### config.mk
export PLATFORM = sky130hd
export DESIGN_NAME = mem_bus_ctrl
export DESIGN_NICKNAME = d
export VERILOG_FILES = /design/src/rtl/mem_bus_ctrl_pkg.sv /design/src/rtl/mem_bus_ctrl_nibble_ram.sv /design/src/rtl/mem_bus_ctrl.sv
export SDC_FILE = /design/constraint.sdc
export NUM_CORES = 1
export LEC_CHECK = 0
export BUFFER_PORTS_ARGS = -buffer_cell sky130_fd_sc_hd__buf_2
export CORE_MARGIN = 5
export CORE_UTILIZATION = 45
export CTS_BUF_LIST = sky130_fd_sc_hd__clkbuf_8
export DETAILED_ROUTE_END_ITERATION = 10
export PLACE_DENSITY = 0.62
export SLEW_MARGIN = 15
export SYNTH_ARGS = -nofsm -noshare
export SYNTH_HDL_FRONTEND = slang
export SYNTH_SLANG_ARGS = --single-unit
export TNS_END_PERCENT = 50
### constraint.sdc
create_clock -name clk -period 5.3 [get_ports clk]
set_input_delay 0 -clock clk [delete_from_list [all_inputs] [get_ports clk]]
set_output_delay 0 -clock clk [all_outputs]
set_load 0.05 [all_outputs]
### src/rtl/mem_bus_ctrl_pkg.sv
// Shared address map and FSM state encoding for the memory bus controller.
package mem_bus_ctrl_pkg;

    localparam logic [11:0] RAM_TOP       = 12'h0FF;
    localparam logic [11:0] GPIO_OUT_ADDR = 12'hFF0;
    localparam logic [11:0] GPIO_IN_ADDR  = 12'hFF1;

    typedef enum logic [1:0] {
        ST_HOLD  = 2'd0,
        ST_LOAD  = 2'd1,
        ST_DRAIN = 2'd2,
        ST_RUN   = 2'd3
    } state_t;

endpackage

### src/rtl/mem_bus_ctrl_nibble_ram.sv
// 256x4 RAM: synchronous write, asynchronous read, no reset on contents.
module nibble_ram (
    input  logic       clk,
    input  logic       i_we,
    input  logic [7:0] i_waddr,
    input  logic [3:0] i_wdata,
    input  logic [7:0] i_raddr,
    output logic [3:0] o_rdata
);

    logic [3:0] r_mem [0:255];

    always_ff @(posedge clk) begin
        if (i_we) begin
            r_mem[i_waddr] <= i_wdata;
        end
    end

    assign o_rdata = r_mem[i_raddr];

endmodule

### src/rtl/mem_bus_ctrl.sv
// CPU memory/GPIO bus controller with host program loader and CPU reset sequencing.
module mem_bus_ctrl
    import mem_bus_ctrl_pkg::*;
(
    input  logic        clk,
    input  logic        rst_n,
    input  logic [11:0] bus_addr,
    input  logic        bus_data_rw,
    input  logic [3:0]  bus_data_out,
    output logic [3:0]  bus_data_in,
    output logic        cpu_rst_n,
    output logic [3:0]  gpio_out,
    input  logic [3:0]  gpio_in,
    input  logic        load_en,
    input  logic        load_valid,
    input  logic [3:0]  load_data,
    output logic        load_ready,
    output logic        load_wrap
);

    state_t      r_state;
    state_t      w_next;
    logic        r_drain_cnt;
    logic [7:0]  r_ptr;
    logic        r_wrap;
    logic [3:0]  r_gpio_out;
    logic [3:0]  r_sync1;
    logic [3:0]  r_sync2;
    logic        r_cpu_rst_n;

    logic        w_load_ready;
    logic        w_load_acc;
    logic        w_load_entry;
    logic        w_cpu_wr;
    logic        w_ram_we;
    logic [7:0]  w_ram_waddr;
    logic [3:0]  w_ram_wdata;
    logic [3:0]  w_ram_rdata;
    logic [3:0]  w_rdata;

    always_ff @(posedge clk or negedge rst_n) begin
        if (!rst_n) begin
            r_state <= ST_HOLD;
        end else begin
            r_state <= w_next;
        end
    end

    always_comb begin
        w_next = r_state;
        case (r_state)
            ST_HOLD:  w_next = load_en ? ST_LOAD : ST_RUN;
            ST_LOAD:  if (!load_en) w_next = ST_DRAIN;
            ST_DRAIN: if (r_drain_cnt) w_next = ST_RUN;
            ST_RUN:   if (load_en) w_next = ST_LOAD;
            default:  w_next = ST_HOLD;
        endcase
    end

    always_comb begin
        w_load_ready = (r_state == ST_LOAD) && load_en;
        w_load_acc   = w_load_ready && load_valid;
        w_load_entry = (w_next == ST_LOAD) && (r_state != ST_LOAD);
        w_cpu_wr     = (r_state == ST_RUN) && bus_data_rw;
        w_ram_we     = 1'b0;
        w_ram_waddr  = bus_addr[7:0];
        w_ram_wdata  = bus_data_out;
        if (r_state == ST_LOAD) begin
            w_ram_we    = w_load_acc;
            w_ram_waddr = r_ptr;
            w_ram_wdata = load_data;
        end else if (w_cpu_wr && (bus_addr <= RAM_TOP)) begin
            w_ram_we    = 1'b1;
        end
    end

    nibble_ram u_ram (
        .clk     (clk),
        .i_we    (w_ram_we),
        .i_waddr (w_ram_waddr),
        .i_wdata (w_ram_wdata),
        .i_raddr (bus_addr[7:0]),
        .o_rdata (w_ram_rdata)
    );

    // Leaving HOLD keeps the CPU in reset one extra cycle; elsewhere cpu_rst_n
    // rises on the same edge the FSM enters RUN and falls as it leaves RUN.
    always_ff @(posedge clk or negedge rst_n) begin
        if (!rst_n) begin
            r_drain_cnt <= 1'b0;
            r_ptr       <= '0;
            r_wrap      <= 1'b0;
            r_gpio_out  <= '0;
            r_sync1     <= '0;
            r_sync2     <= '0;
            r_cpu_rst_n <= 1'b0;
        end else begin
            r_drain_cnt <= (r_state == ST_DRAIN) ? ~r_drain_cnt : 1'b0;
            r_sync1     <= gpio_in;
            r_sync2     <= r_sync1;
            r_cpu_rst_n <= (w_next == ST_RUN) && (r_state != ST_HOLD);
            if (w_load_entry) begin
                r_ptr  <= '0;
                r_wrap <= 1'b0;
            end else if (w_load_acc) begin
                r_ptr <= r_ptr + 8'd1;
                if (r_ptr == 8'hFF) begin
                    r_wrap <= 1'b1;
                end
            end
            if (w_cpu_wr && (bus_addr == GPIO_OUT_ADDR)) begin
                r_gpio_out <= bus_data_out;
            end
        end
    end

    always_comb begin
        w_rdata = '0;
        if (bus_addr <= RAM_TOP) begin
            w_rdata = w_ram_rdata;
        end else if (bus_addr == GPIO_OUT_ADDR) begin
            w_rdata = r_gpio_out;
        end else if (bus_addr == GPIO_IN_ADDR) begin
            w_rdata = r_sync2;
        end
    end

    assign bus_data_in = w_rdata;
    assign cpu_rst_n   = r_cpu_rst_n;
    assign gpio_out    = r_gpio_out;
    assign load_ready  = w_load_ready;
    assign load_wrap   = r_wrap;

endmodule

==> results.py <==
metrics = {
    "yosys": {
        "synthArstFlopShare_pct": 2.383,
        "syn_area_per_cell_um2": 19.31,
        "synth_edf_count": 1024,
        "ys_seq_area_share_pct": 74.43,
        "synth.cell_area_mm2": 0.04215,
        "ys.warnings.count": 0,
        "synthFlopType": "edfxtp_1",
        "synth_fp_nets": 2213,
        "synth_cell_types": 62,
        "syn_inst": 2183,
        "synth_seq_cells": 1049,
    },
    "route": {
        "firstDrtPassIters": 5,
        "drtAntennaViolNets": 0,
        "viasPerCell": 5.870,
        "vias": 21914,
        "routedWlPerCell_um": 28.37,
        "drt-total-wl_um": 105900,
        "post-route-drc-count": 0,
        "drt_iter0_markers": 2475,
    },
    "global_route": {
        "grt_start_max_net_pins": 120,
        "grt_use_total_pct": 21.33,
        "grt_pass1_vias": 22644,
        "gr-total-overflow": 0,
        "grt_pass1_wl_um": 155900,
        "antenna_found_initial": 3,
    },
    "clock_tree": {
        "insertion_delay_ns": 0.83,
        "cts_tree": "done",
        "cts_sinks": 1049,
        "clockBufferDepth": 3,
        "numCtsBuffers": 167,
        "cts.reportedPaths.clkPinSlew_ns": 0.06,
        "cts.htree.levels": 4,
        "cts_setup_buffers": 0,
        "root_buffer": "clkbuf_8",
    },
    "die": {
        "fp-row-count": 112,
        "dieHeight_um": 316.1,
        "core_area_mm2": 0.09319,
        "dieArea_mm2": 0.09990,
        "start_util_pct": 45.23,
        "boundaryPins": 40,
        "die_w_um": 316.1,
    },
    "cells_and_area": {
        "multi_input_area_mm2": 0.009972,
        "final_nets": 2377,
        "syn2layout_area_growth_pct": 11.52,
        "fillers": 7481,
        "drive_above_1_share_pct": 23.42,
        "final_area_mm2": 0.04701,
        "seq_area_mm2": 0.03138,
    },
    "timing": {
        "tns_ns": 0,
        "maxSlewViolCount": 0,
        "slew_headroom_pct": 13.35,
        "rsz0062_at_grt": "no",
        "worst_pin_slew_ns": 1.296,
        "setup_violations": 0,
        "finalClockSkew_ns": 0.04144,
        "period_minus_slack_ns": 4.013,
        "hold_viol": 0,
        "timing.final.ws_setup_ns": 1.287,
        "fmax_ghz": 0.2492,
        "post-route-period-util_pct": 75.71,
    },
    "placement": {
        "place_hpwl_um": 65600,
        "gp_congestion": 0.8623,
        "placed_area_mm2": 0.04372,
        "portBuffers": 39,
        "dp_worst_setup_slack_ns": 1.435,
    },
    "min_path": {
        "hp-class": "in -> reg",
    },
    "critical_path": {
        "path_cells": "nand2b_1, nor2_1, nand2_1, o21ai_2, nand3_1, nor2_1",
        "start_kind": "register",
        "slowest_delay_ns": 1.11,
        "criticalPathCategory": "reg -> reg",
        "worstPathMaxFanout": 22,
        "endpoint_kind": "register",
        "critical_path.most_common_cell": "nor2_1",
        "worst_path_max_delay_cell": "nand3_1",
        "cp.arrival_ns": 4.45,
        "required_ns": 5.73,
    },
    "power": {
        "leakage_uw": 0.01499,
        "irDropWorstVdd_mv": 0.1891,
        "power.share.sequential_pct": 55.4,
        "internal-power_uw": 13000,
        "power_density_mw_per_mm2": 366.3,
        "p_sw_share_pct": 24.52,
        "clkPwrFrac_pct": 36.4,
        "combinationalPowerShare_pct": 8.2,
        "power.switching_uw": 4221,
    },
    "job": {
        "cap_violations": 0,
    },
    "outcome": {
        "outcome": "complete, no violations",
    },
}
[worst paths after layout]
check	from	endpoint	slack [ns]	cells after the start
setup / recovery	r_state[1]$_DFF_PN0_	u_ram.r_mem[132][0]$_DFFE_PP_	1.29	6
hold / removal	load_valid	r_ptr[0]$_DFFE_PN0P_	0.12	4
setup reg to reg	r_state[1]$_DFF_PN0_	u_ram.r_mem[132][0]$_DFFE_PP_	1.29	6
hold reg to reg	r_sync1[0]$_DFF_PN0_	r_sync2[0]$_DFF_PN0_	0.35	0
max in group asynchronous	rst_n	r_sync2[0]$_DFF_PN0_	4.95	4
min in group asynchronous	rst_n	gpio_out[1]$_DFFE_PN0P_	0.20	4
[cells in the mapped netlist (all sizes together), types with 2 or more instances]
cell	n	share of area, %
or3	5	0.074
o21ai	20	0.24
or4	2	0.036
o31ai	5	0.12
nand4	3	0.045
nor3	4	0.047
and2	2	0.030
nor4	3	0.080
inv	4	0.036
edfxtp	1024	73
a21oi	33	0.39
o22ai	10	0.15
or2	3	0.045
nor2b	9	0.13
a31o	2	0.042
o211ai	6	0.11
o32ai	3	0.062
nand2	82	0.73
nand2b	10	0.15
a211oi	5	0.089
buf	82	1.5
dfrtp	25	1.5
nand3b	12	0.21
nor2	300	2.7
o2111ai	3	0.062
mux2	23	0.61
nand3	36	0.43
a221oi	9	0.19
mux4	243	13
o221ai	3	0.062
clkbuf	49	0.47
mux2i	119	2.8
xor2	3	0.062
nor3b	3	0.053
a22oi	14	0.25
a31oi	6	0.089
a2111oi	3	0.062
a311oi	3	0.062
[final cells by class]
class | count | share of cell area, %
antenna | 3 | 0.01597
clock buffer | 170 | 4.977
clock inverter | 128 | 1.387
inverter | 4 | 0.03194
multi-input combinational | 999 | 21.21
sequential | 1049 | 66.74
tap | 1254 | 3.338
timing repair buffer | 126 | 2.294
[worst max-delay path, delay by kind of cell, from the launching register on]
family | cells | cell delay, ns
compound gates | 1 | 0.30
flops | 1 | 0.40
simple gates | 5 | 2.89
[repair_timing]
| action | CTS | global route |
|---|---|---|
| hold endpoints to repair | 87 | 0 |
| gates resized for setup | 0 | 0 |
| hold buffers | 28 | 0 |
[flip-flops by register name, indices dropped and copies added (netlist names)]
register and cells:
load_wrap 1, cpu_rst_n 1, r_ptr 8, r_sync2 4, r_sync1 4, gpio_out 4
r_state 2, r_drain_cnt 1, u_ram.r_mem 1024
[power groups by stage]
stage	sequential [uW]	combinational (uW)	clock (uW)
2_1_floorplan	9860	798	0
3_3_place_gp	9700	1380	0
3_5_place_dp	9700	1410	0
4_1_cts	9530	1430	6400
5_1_grt	9530	1510	6810
6_report	9530	1420	6270
[placed cells by master, fill, tap and decap left out, types with 36 or more instances in the layout]
cell type	instances
edfxtp_1	1024
buf_4	49
nand2_1	78
inv_1	47
nor2_1	298
clkbuf_8	171
buf_2	36
mux2i_1	119
clkinv_1	44
mux4_2	232
[kinds of logic (layout without fill, tap and decap cells)]
family / after synthesis / in the layout / share of synthesized area, %
compound gates: 132 / 132 / 2.125
xor+xnor: 4 / 4 / 0.08312
fa+ha+maj: 1 / 1 / 0.02968
buf+inv: 135 / 428 / 2.018
flops: 1049 / 1049 / 74.43
mux: 385 / 385 / 16.52
other cells: 0 / 3 / 0
simple gates: 477 / 477 / 4.794
[per-layer routing]
metal / wire length, um / track usage, % / share of wire (%) / up-vias
li1: - / - / - / 9165
met1: 44460 / 31.40 / 42 / 11435
met2: 49260 / 32.44 / 47 / 1128
met3: 9374 / 4.529 / 8.9 / 186
met4: 2812 / 6.659 / 2.7 / 0
met5: 0 / 0 / 0 / -
[metrics by stage]
stage,power [uW],std cells,hold slack [ns],util (%)
6_report,17220,3733,0.1241,50.44
5_1_grt,17850,3731,0.1281,50.44
4_1_cts,17360,3730,0.04357,50.44
3_5_place_dp,11120,3404,0.03152,46.91
3_3_place_gp,11080,3404,0.01222,46.91
2_1_floorplan,10660,2183,-0.2956,-
Power figures use the tool's default switching activity.
